`config.mk`:
```
export PLATFORM = sky130hd
export DESIGN_NAME = branch_redirect_unit
export DESIGN_NICKNAME = d
export VERILOG_FILES = /design/src/rtl/branch_redirect_unit.sv
export SDC_FILE = /design/constraint.sdc
export NUM_CORES = 1
export LEC_CHECK = 0
export CAP_MARGIN = 20
export CORE_UTILIZATION = 50
export CTS_CLUSTER_DIAMETER = 100
export CTS_CLUSTER_SIZE = 30
export DETAILED_ROUTE_END_ITERATION = 8
export PLACE_DENSITY = 0.83
export SLEW_MARGIN = 20
export SYNTH_ARGS = -nofsm -noshare
export SYNTH_HDL_FRONTEND = slang
export SYNTH_SLANG_ARGS = --single-unit
```
`constraint.sdc`:
```
create_clock -name clk -period 7 [get_ports clk]
set_input_delay 0.7 -clock clk [delete_from_list [all_inputs] [get_ports clk]]
set_output_delay 0.7 -clock clk [all_outputs]
set_load 0.05 [all_outputs]
```
`src/rtl/branch_redirect_unit.sv`:
```
// Resolves executed branches/jumps, compares against the fetch prediction and issues a held
// redirect (1 cycle after accept) plus flush pulse; execute is stalled while a redirect waits on fetch.
module branch_redirect_unit #(
  parameter int XLEN  = 32,
  parameter int CNT_W = 16
) (
  input  logic             clk,
  input  logic             rst,
  input  logic             br_valid,
  output logic             br_ready,
  input  logic [1:0]       br_kind,
  input  logic [XLEN-1:0]  br_pc,
  input  logic [XLEN-1:0]  br_imm,
  input  logic [XLEN-1:0]  br_rs1,
  input  logic             br_cmp_result,
  input  logic             br_pred_taken,
  input  logic [XLEN-1:0]  br_pred_target,
  output logic             redir_valid,
  input  logic             redir_ready,
  output logic [XLEN-1:0]  redir_pc,
  output logic             flush,
  output logic             misalign,
  output logic [CNT_W-1:0] stat_branches,
  output logic [CNT_W-1:0] stat_mispredicts
);

  typedef enum logic {
    ST_IDLE = 1'b0,
    ST_HOLD = 1'b1
  } state_e;

  localparam logic [1:0]       KIND_BR   = 2'b00;
  localparam logic [1:0]       KIND_JALR = 2'b10;
  localparam logic [1:0]       KIND_RSV  = 2'b11;
  localparam logic [XLEN-1:0]  INSN_BYTES = XLEN'(4);
  localparam logic [CNT_W-1:0] CNT_MAX   = '1;

  state_e           state_q, state_d;
  logic [XLEN-1:0]  redir_pc_q, redir_pc_d;
  logic             flush_q, flush_d;
  logic             misalign_q, misalign_d;
  logic [CNT_W-1:0] stat_br_q, stat_br_d;
  logic [CNT_W-1:0] stat_mp_q, stat_mp_d;

  logic             accept;
  logic             taken;
  logic             mispredict;
  logic             tgt_misaligned;
  logic [XLEN-1:0]  base;
  logic [XLEN-1:0]  target_raw;
  logic [XLEN-1:0]  target;
  logic [XLEN-1:0]  seq_pc;
  logic [XLEN-1:0]  actual_pc;

  // Ready depends only on registered state so execute never sees a combinational path from fetch.
  assign br_ready    = (state_q == ST_IDLE);
  assign redir_valid = (state_q == ST_HOLD);
  assign redir_pc    = redir_pc_q;
  assign flush       = flush_q;
  assign misalign    = misalign_q;
  assign stat_branches    = stat_br_q;
  assign stat_mispredicts = stat_mp_q;

  assign accept = br_valid && br_ready;

  always_comb begin
    base       = (br_kind == KIND_JALR) ? br_rs1 : br_pc;
    target_raw = base + br_imm;
    target     = (br_kind == KIND_JALR) ? {target_raw[XLEN-1:1], 1'b0} : target_raw;
    seq_pc     = br_pc + INSN_BYTES;
    taken      = (br_kind == KIND_BR) ? br_cmp_result : 1'b1;
    actual_pc  = taken ? target : seq_pc;
    // A correctly predicted not-taken branch ignores whatever target fetch guessed.
    mispredict = (taken != br_pred_taken) || (taken && (target != br_pred_target));
    tgt_misaligned = taken && target[1];
  end

  always_comb begin
    state_d    = state_q;
    redir_pc_d = redir_pc_q;
    flush_d    = 1'b0;
    misalign_d = 1'b0;
    stat_br_d  = stat_br_q;
    stat_mp_d  = stat_mp_q;

    case (state_q)
      ST_IDLE: begin
        if (accept && (br_kind != KIND_RSV)) begin
          if (stat_br_q != CNT_MAX) begin
            stat_br_d = stat_br_q + 1'b1;
          end
          if (tgt_misaligned) begin
            misalign_d = 1'b1;
          end else if (mispredict) begin
            state_d    = ST_HOLD;
            redir_pc_d = actual_pc;
            flush_d    = 1'b1;
            if (stat_mp_q != CNT_MAX) begin
              stat_mp_d = stat_mp_q + 1'b1;
            end
          end
        end
      end
      ST_HOLD: begin
        if (redir_ready) begin
          state_d = ST_IDLE;
        end
      end
      default: state_d = ST_IDLE;
    endcase
  end

  always_ff @(posedge clk) begin
    if (rst) begin
      state_q    <= ST_IDLE;
      redir_pc_q <= '0;
      flush_q    <= 1'b0;
      misalign_q <= 1'b0;
      stat_br_q  <= '0;
      stat_mp_q  <= '0;
    end else begin
      state_q    <= state_d;
      redir_pc_q <= redir_pc_d;
      flush_q    <= flush_d;
      misalign_q <= misalign_d;
      stat_br_q  <= stat_br_d;
      stat_mp_q  <= stat_mp_d;
    end
  end

endmodule

```
* Word-level counts from Yosys, hierarchy flattened
Cells that the tools add are included.
Widths: inputs -> output; s select.
** Word-level totals
- Register bits :: 67
- Latch bits :: 0
- Memory bits (writable) :: 0
- Memory bits (read-only) :: 0
- Input port bits :: 136
- Memories :: 0
** Operators by class
- Add/sub/neg operators :: 4
- Multiply operators :: 0
- Div/mod/pow operators :: 0
- $lt $le $gt $ge :: 0
- Equal/unequal tests :: 6
- Shift-type cells :: 0
- Multiplexer cells :: 10
- Bitwise gates (word level) :: 3
- Reductions and logical operators :: 11
** Operator list (count)
- $mux 32 :: 2
- $add 16x1->16 const B :: 2
- $add 32x3->32 const B :: 1
- $add 32x32->32 :: 1
- $ne 16x16->1 const B :: 2
- $ne 32x32->1 :: 1
- $mux 1 :: 7
- $reduce_and 5->1 :: 1
- $logic_and 1x1->1 :: 4
- $reduce_and 4->1 :: 1
- $not 1->1 :: 3
- $reduce_and 3->1 :: 1
- $reduce_or 3->1 :: 1
- $eq 2x2->1 const B :: 1
- $logic_not 2->1 :: 1
- $ne 2x2->1 const B :: 1
- $pmux 1 s2 :: 1
- $reduce_or 2->1 :: 1
- $logic_or 1x1->1 :: 1
- $ne 1x1->1 :: 1

* Logic depth before layout (Yosys ltp)
- Word-level depth :: 11
- Depth in mapped cells :: 21

* Worst setup path before layout
No wires, ideal clock.
- Kind :: input -> register
- Start :: input port br_kind[1]
- End :: register redir_pc_q[0] (netlist: redir_pc[0])
- Setup time :: 0.128 ns
- Arrival time :: 5.052 ns
- Data required time :: 6.872 ns
- Setup slack :: 1.820 ns
- Cell stages on the path :: 20
- Cells stage by stage :: nor2b_1 clkbuf_1 clkbuf_1 mux2_2 ha_1 inv_1 fa_1 nand2b_1 a211oi_4 or2b_1 a21oi_2 a311o_1 or4_1 or4_1 nand4b_4 o21ai_4 buf_6 buf_6 mux2i_1 nor2_1
** On the way
- Cells in the longest elaborated chain, start to end :: 8
- Elaborated cells on any way between the ends :: 16
** Ends and longest elaborated chain
- from (decl) :: line 11 : input logic [1:0] br_kind,
- $eq 2x2->1 :: line 67, 69
- $mux 32 :: line 67 : base = (br_kind == KIND_JALR) ? br_rs1 : br_pc;
- $add 32x32->32 :: line 68 : target_raw = base + br_imm;
- $mux 1 :: line 69 : target = (br_kind == KIND_JALR) ? {target_raw[XLEN-1:1], 1'b0} : target_raw;
- $ne 32x32->1 :: line 74 : mispredict = (taken != br_pred_taken) || (taken && (target != br_pred_target));
- $logic_and 1x1->1 :: line 74
- $logic_or 1x1->1 :: line 74
- $reduce_and 4->1 (no source line)
- to (signal assigned) :: line 123 : redir_pc_q <= redir_pc_d;
- to (decl) :: line 39 : logic [XLEN-1:0] redir_pc_q, redir_pc_d;
Several ways; a longest one is shown, not always the timed one.
A chain may end at the register's enable or synchronous reset.

* Worst setup path after layout
- Start :: input port br_kind[1]
- End :: register redir_pc_q[2] (netlist: redir_pc[2])
The elaborated chain is that of the path after synthesis.

==> metrics.md <==
| Metric | Value |
|---|---|
| Hold Crit Class | `reg2reg` |
| Final slew viol count | `0` |
| Die Wd | `121.7 um` |
| Via count | `7807` |
| Simple-gate share of the synthesized area | `0.2389` |
| Seq/Total Area, Yosys | `0.1873` |
| RR Endpoint | `stat_branches[13]` |
| Wire per inst | `19.10 um` |
| Reg2reg path depth | `7` |
| CTS tree | `yes` |
| Most common cell after layout, fill and taps aside | `clkdlybuf4s50_1` |
| DR pass1 iterations | `5` |
| Vias in the first global route | `7030` |
| LEAKAGE | `3.649 nW` |
| Synth Area in XOR/XNOR | `0.1344` |
| Final worst path period need | `6.036 ns` |
| Clock Skew | `0.005368 ns` |
| First-pass GRT wire length | `37410 um` |
| Gr usage total | `0.3277` |
| GP Congestion | `0.9991` |
| N_diodes | `0` |
| Initial DRC Count | `777` |
| Min-delay src | `redir_pc[31]` |
| Worst slew pin tran | `0.8000 ns` |
| Initial antenna violation count | `0` |
| Post-Synth Adder-Cell Area | `0.06919` |
| Post-Route Setup TNS | `0 ns` |
| Synth Area in Compound Gates | `0.2459` |
| Kind of critical path | `in2reg` |
| Row cnt | `43` |
| Crit path max fanout | `24` |
| #FFs+latches synth | `67` |
| Fillers | `1192` |
| Final setup vio count | `0` |
| Hold EP | `redir_pc[31]` |
| Final HPWL DP | `19460 um` |
| Cell area power density | `174.6 mW/mm2` |
| Period utilization | `0.8623` |
| Reg2reg setup slack | `4.67 ns` |
| GRT overflow | `0` |
| Ys flop type | `dfxtp_1` |
| Post-Synthesis Cells | `926` |
| Post-CTS Setup Bufs | `0` |
| Kind of start point of the critical path | `primary input` |
| CTS Buf Count | `9` |
| ANT nets after route | `0` |
| Worst reg2reg path startpoint | `stat_branches[7]` |
| Synth Cell Area | `0.007161 mm2` |
| Placed cell areas | `0.009231 mm2` |
| Max Cap Viol | `0` |
| I/O pins | `204` |
| Syn_nets | `1101` |
| Syn Area/Cell | `7.733 um2` |
| Rel. slew slack | `0.4529` |
| Core Box Area | `0.01393 mm2` |
| Worst skew pair latency | `0.34 ns` |
| Setup crit end kind | `flip-flop` |
| Post-Layout Inst Area | `0.009539 mm2` |
| Max H-tree Level | `3` |
| Number of enable flip-flop cells after synthesis | `0` |
| Initial Util | `0.5139` |
| Clk slew on worst S/H paths | `0.05 ns` |
| Worst slack, placed | `0.7128 ns` |
| Clock root buffer | `clkbuf_16` |
| Clock buffer depth | `2` |
| Most frequent cells in the layout | `clkdlybuf4s50_1, nor2_1, nand2_1, a21oi_1, dfxtp_1` |
| Largest net degree at the start of global routing | `71` |
| Routed wire length | `24480 um` |
| Vias/cell | `6.090` |
| Yosys warnings | `0` |
| Share of cells above drive strength 1 | `0.07532` |
| Hold-fix buffers at CTS | `0` |
| Area growth, synth to finish | `33.22%` |
| Worst VDD drop | `0.0001364 V` |
| WHS Path Cells | `2` |
| Die Y | `121.7 um` |
| Async set-reset flop share out of synthesis | `0` |
| Number of library cell types mapped by synthesis | `86` |
| Arrival time at the worst endpoint | `6.23 ns` |
| Final hold vios | `0` |
| NumNets Final | `1272` |
| Clock sink count | `67` |
| Area of the die | `0.01480 mm2` |
| CP required | `7.20 ns` |
| RSZ-0062 raised after global routing | `false` |
| Achievable Freq | `0.1657 GHz` |
| Tot Pwr | `1.666 mW` |
| Fin Hold WS | `0.4558 ns` |
| PortBufs | `203` |
| Setup ws final | `0.9642 ns` |
| Status | `finished, final reports clean` |
| Mux contribution to synthesized area | `0.07024` |
| Largest family of logic cells by synthesized area | `compound AO/OA/AOI/OAI gates` |
| DRC | `0` |
| Post-cts sizing count | `0` |
-- kinds of logic after synthesis --
group	after synthesis
adders and majority gates	39
muxes	45
xor gates and xnor gates	94
and+or+nand+nor	344
AOI/OAI and AO/OA	258
DFF	67
buffers and inverters	79
-- report_power, final --
group	switching [mW]	internal, mW
Combinational	0.460	0.330
Sequential	0.0155	0.402
Clock	0.173	0.285
-- layout make-up --
type	instances	area, um2	area share
Inverter	27	101.3	0.01062
Clock buffer	10	239.0	0.02505
Timing Repair Buffer	212	2120	0.2222
Tap cell	180	225.2	0.02361
Multi-Input combinational cell	780	5449	0.5712
Clock inverter	6	63.81	0.006689
Sequential cell	67	1341	0.1406
-- per-stage QoR --
step / cells / utilization
final: 1282 / 0.6846
after detailed placement: 1266 / 0.6625
after global placement: 1266 / 0.6625
after CTS: 1282 / 0.6842
after global routing: 1282 / 0.6846
after floorplan: 926 / -
-- flip-flops by register name, summed over array words and instances (netlist names) --
register          cells
flush                 1
misalign              1
redir_pc             32
redir_valid           1
stat_branches        16
stat_mispredicts     16
-- synthesized netlist by cell type (19+ instances only) --
cell type	instances	area (um2)
nor2_1	94	352.8
nand2_1	91	341.6
a21oi_1	85	425.4
dfxtp_1	67	1341
xnor2_1	53	464.2
ha_1	38	475.5
o21ai_0	34	170.2
xor2_1	31	271.5
mux2_2	30	337.8
nand3_1	29	145.1
inv_1	27	101.4
a211o_1	24	210.2
clkbuf_1	23	86.33
nor3_1	21	105.1
buf_2	19	95.09
nand4_1	19	118.9
-- per-layer routing --
layer  up-vias  global-route usage  wire length, um
met2       385              0.5355            11110
met5         -                   0                0
met1      3603              0.4326            10480
met4         0              0.1265              899
li1       3751                   -                -
met3        68             0.04916             1985
-- how the worst max path moves through the flow --
stage	start	endpoint	slack [ns]	cells after the start
floorplan	br_kind[1]	redir_pc[0]	1.82	20
global placement	br_kind[1]	redir_pc[20]	0.83	17
detailed placement	br_kind[1]	redir_pc[20]	0.71	18
CTS	br_kind[1]	redir_pc[2]	1.04	18
global route	br_kind[1]	redir_pc[2]	0.69	19
finish	br_kind[1]	redir_pc[2]	0.96	17
-- critical path, stage by stage --
cell	delay (ns)
clkdlybuf4s50_1	0.53
nor2b_4	0.16
buf_4	0.32
mux2_2	0.39
ha_1	0.41
a21oi_1	0.18
nor2_1	0.05
a211oi_1	0.56
nand3_2	0.41
mux2i_1	0.22
or4_1	0.48
or4_1	0.52
nand4b_4	0.24
o21ai_4	0.50
buf_12	0.25
mux2i_1	0.23
nor2_1	0.06
(Power assumes the default switching activity.)
==> patch, RTL diff (same settings) <==
Register the output `redir_valid`; this adds one clock of latency there. The other outputs are not delayed to match.
--- a/src/rtl/branch_redirect_unit.sv
+++ b/src/rtl/branch_redirect_unit.sv
@@ -54,7 +54,9 @@
 
   // Ready depends only on registered state so execute never sees a combinational path from fetch.
   assign br_ready    = (state_q == ST_IDLE);
-  assign redir_valid = (state_q == ST_HOLD);
+  always_ff @(posedge clk) begin
+    redir_valid <= (state_q == ST_HOLD);
+  end
   assign redir_pc    = redir_pc_q;
   assign flush       = flush_q;
   assign misalign    = misalign_q;
Behaviour: not the same (Yosys sat finds a counterexample within 4 cycles, from zero or initial values and one cycle with rst high).
==> patch against the unedited design <==
Design area down 0.39%; combinational power is 0.9% lower; critical path type unchanged; synthesized area is 0.28% higher; register-to-register slack got worse by 0.02 ns; sequential cell count rose by 1; power is 2.9% lower; count of clock-buffer cells in the layout is 2 higher; setup slack improved by 0.046 ns; synthesized cell count rose by 0.11%; non-clock buffer count shrank 2; wire length shrank 0.16%; via count is 0.31% lower.
==> patch: results (changes against the unedited design) <==
global-route wire length before repair = 37,850 um (was 37,410 um)
peak fanout along the critical path = 35 (was 24)
Layout fillers = 1,186 (was 1,192)
Synth area leaders = dfxtp_1, ha_1, xnor2_1, a21oi_1, nor2_1 (unchanged)
pre-CTS WS = 0.7965 ns (was 0.7128 ns)
RD Place Congestion = 0.9714 (was 0.9991)
ratio of cells with drive above 1 in the final layout = 7.266% (was 7.532%)
synthesized instance count = 927 (was 926)
Switching Fraction = 39.24% (was 38.95%)
Layout Cells excl Fill = 1,281 (was 1,282)
GRT Resource Usage Total = 32.93% (was 32.77%)
Placed Area = 9224 sq um (was 9231 sq um)
Initial DRC Count = 664 (was 777)
status = complete, no violations (unchanged)
aggregate routed wire length = 24,440 um (was 24,480 um)
leakage = 3.623 nW (was 3.649 nW)
Post-Synthesis Net Count = 1,102 (was 1,101)
storage element area = 1361 sq um (was 1341 sq um)
via count = 7,783 (was 7,807)
via count of the first global-routing pass = 7,158 (was 7,030)
Slew @ Worst Pin = 0.8058 ns (was 0.8000 ns)
HPWL after detailed placement = 19,260 um (was 19,460 um)
register area share after synthesis = 18.96% (was 18.73%)
fin nets = 1,271 (was 1,272)
crit path DAT = 6.22 ns (was 6.23 ns)
patch: critical path, delay by kind of cell:
kind | cells | cell delay (ns)
AO/OA/AOI/OAI | 3 | 1.12
multiplexers | 3 | 0.91
buffers and inverters | 3 | 1.05
AND/OR/NAND/NOR | 7 | 1.99
adder cells (fa/ha/maj) | 1 | 0.40
patch: path summary, 6_finish.rpt:
path,start,end,slack (ns),depth (start not counted)
max,br_kind[1],stat_mispredicts[5],1.01,17
min,state_q,redir_valid,0.38,0
max reg2reg,stat_branches[8],stat_branches[13],4.65,7
min reg2reg,state_q,redir_valid,0.38,0
patch: area by class of cell:
type	count	share of cell area (%)
timing repair buffer	210	22.02
tap	180	2.370
clock buffer	12	2.594
clock inverter	4	0.2634
inverter	27	1.067
multi-input combinational	780	57.36
sequential	68	14.33
patch: cells by family (layout without fill, tap and decap cells):
kind of cell / count (synthesis) / count (layout) / share of synthesized area [%]
mux: 45 / 45 / 7.005
buf+inv: 79 / 253 / 5.402
fa+ha+maj: 39 / 39 / 6.900
simple gates: 344 / 344 / 23.82
flops: 68 / 68 / 18.96
xor+xnor: 94 / 94 / 13.40
compound gates: 258 / 258 / 24.52
patch: metal layers:
metal | part of all wire, % | wire [um] | vias to the layer above | global-route usage [%]
met4 | 3.2 | 794 | 0 | 11.42
li1 | - | - | 3748 | -
met2 | 46 | 11260 | 342 | 53.81
met5 | 0 | 0 | - | 0
met3 | 7.0 | 1719 | 53 | 5.290
met1 | 44 | 10660 | 3640 | 43.64
patch: power groups by stage:
stage                     registers (mW)  clock network (mW)  logic, mW
after floorplan                    0.498                   0      0.441
after global placement             0.429                   0      0.762
after detailed placement           0.429                   0      0.764
after CTS                          0.422               0.420      0.770
after global routing               0.424               0.437      0.833
final                              0.422               0.413      0.783
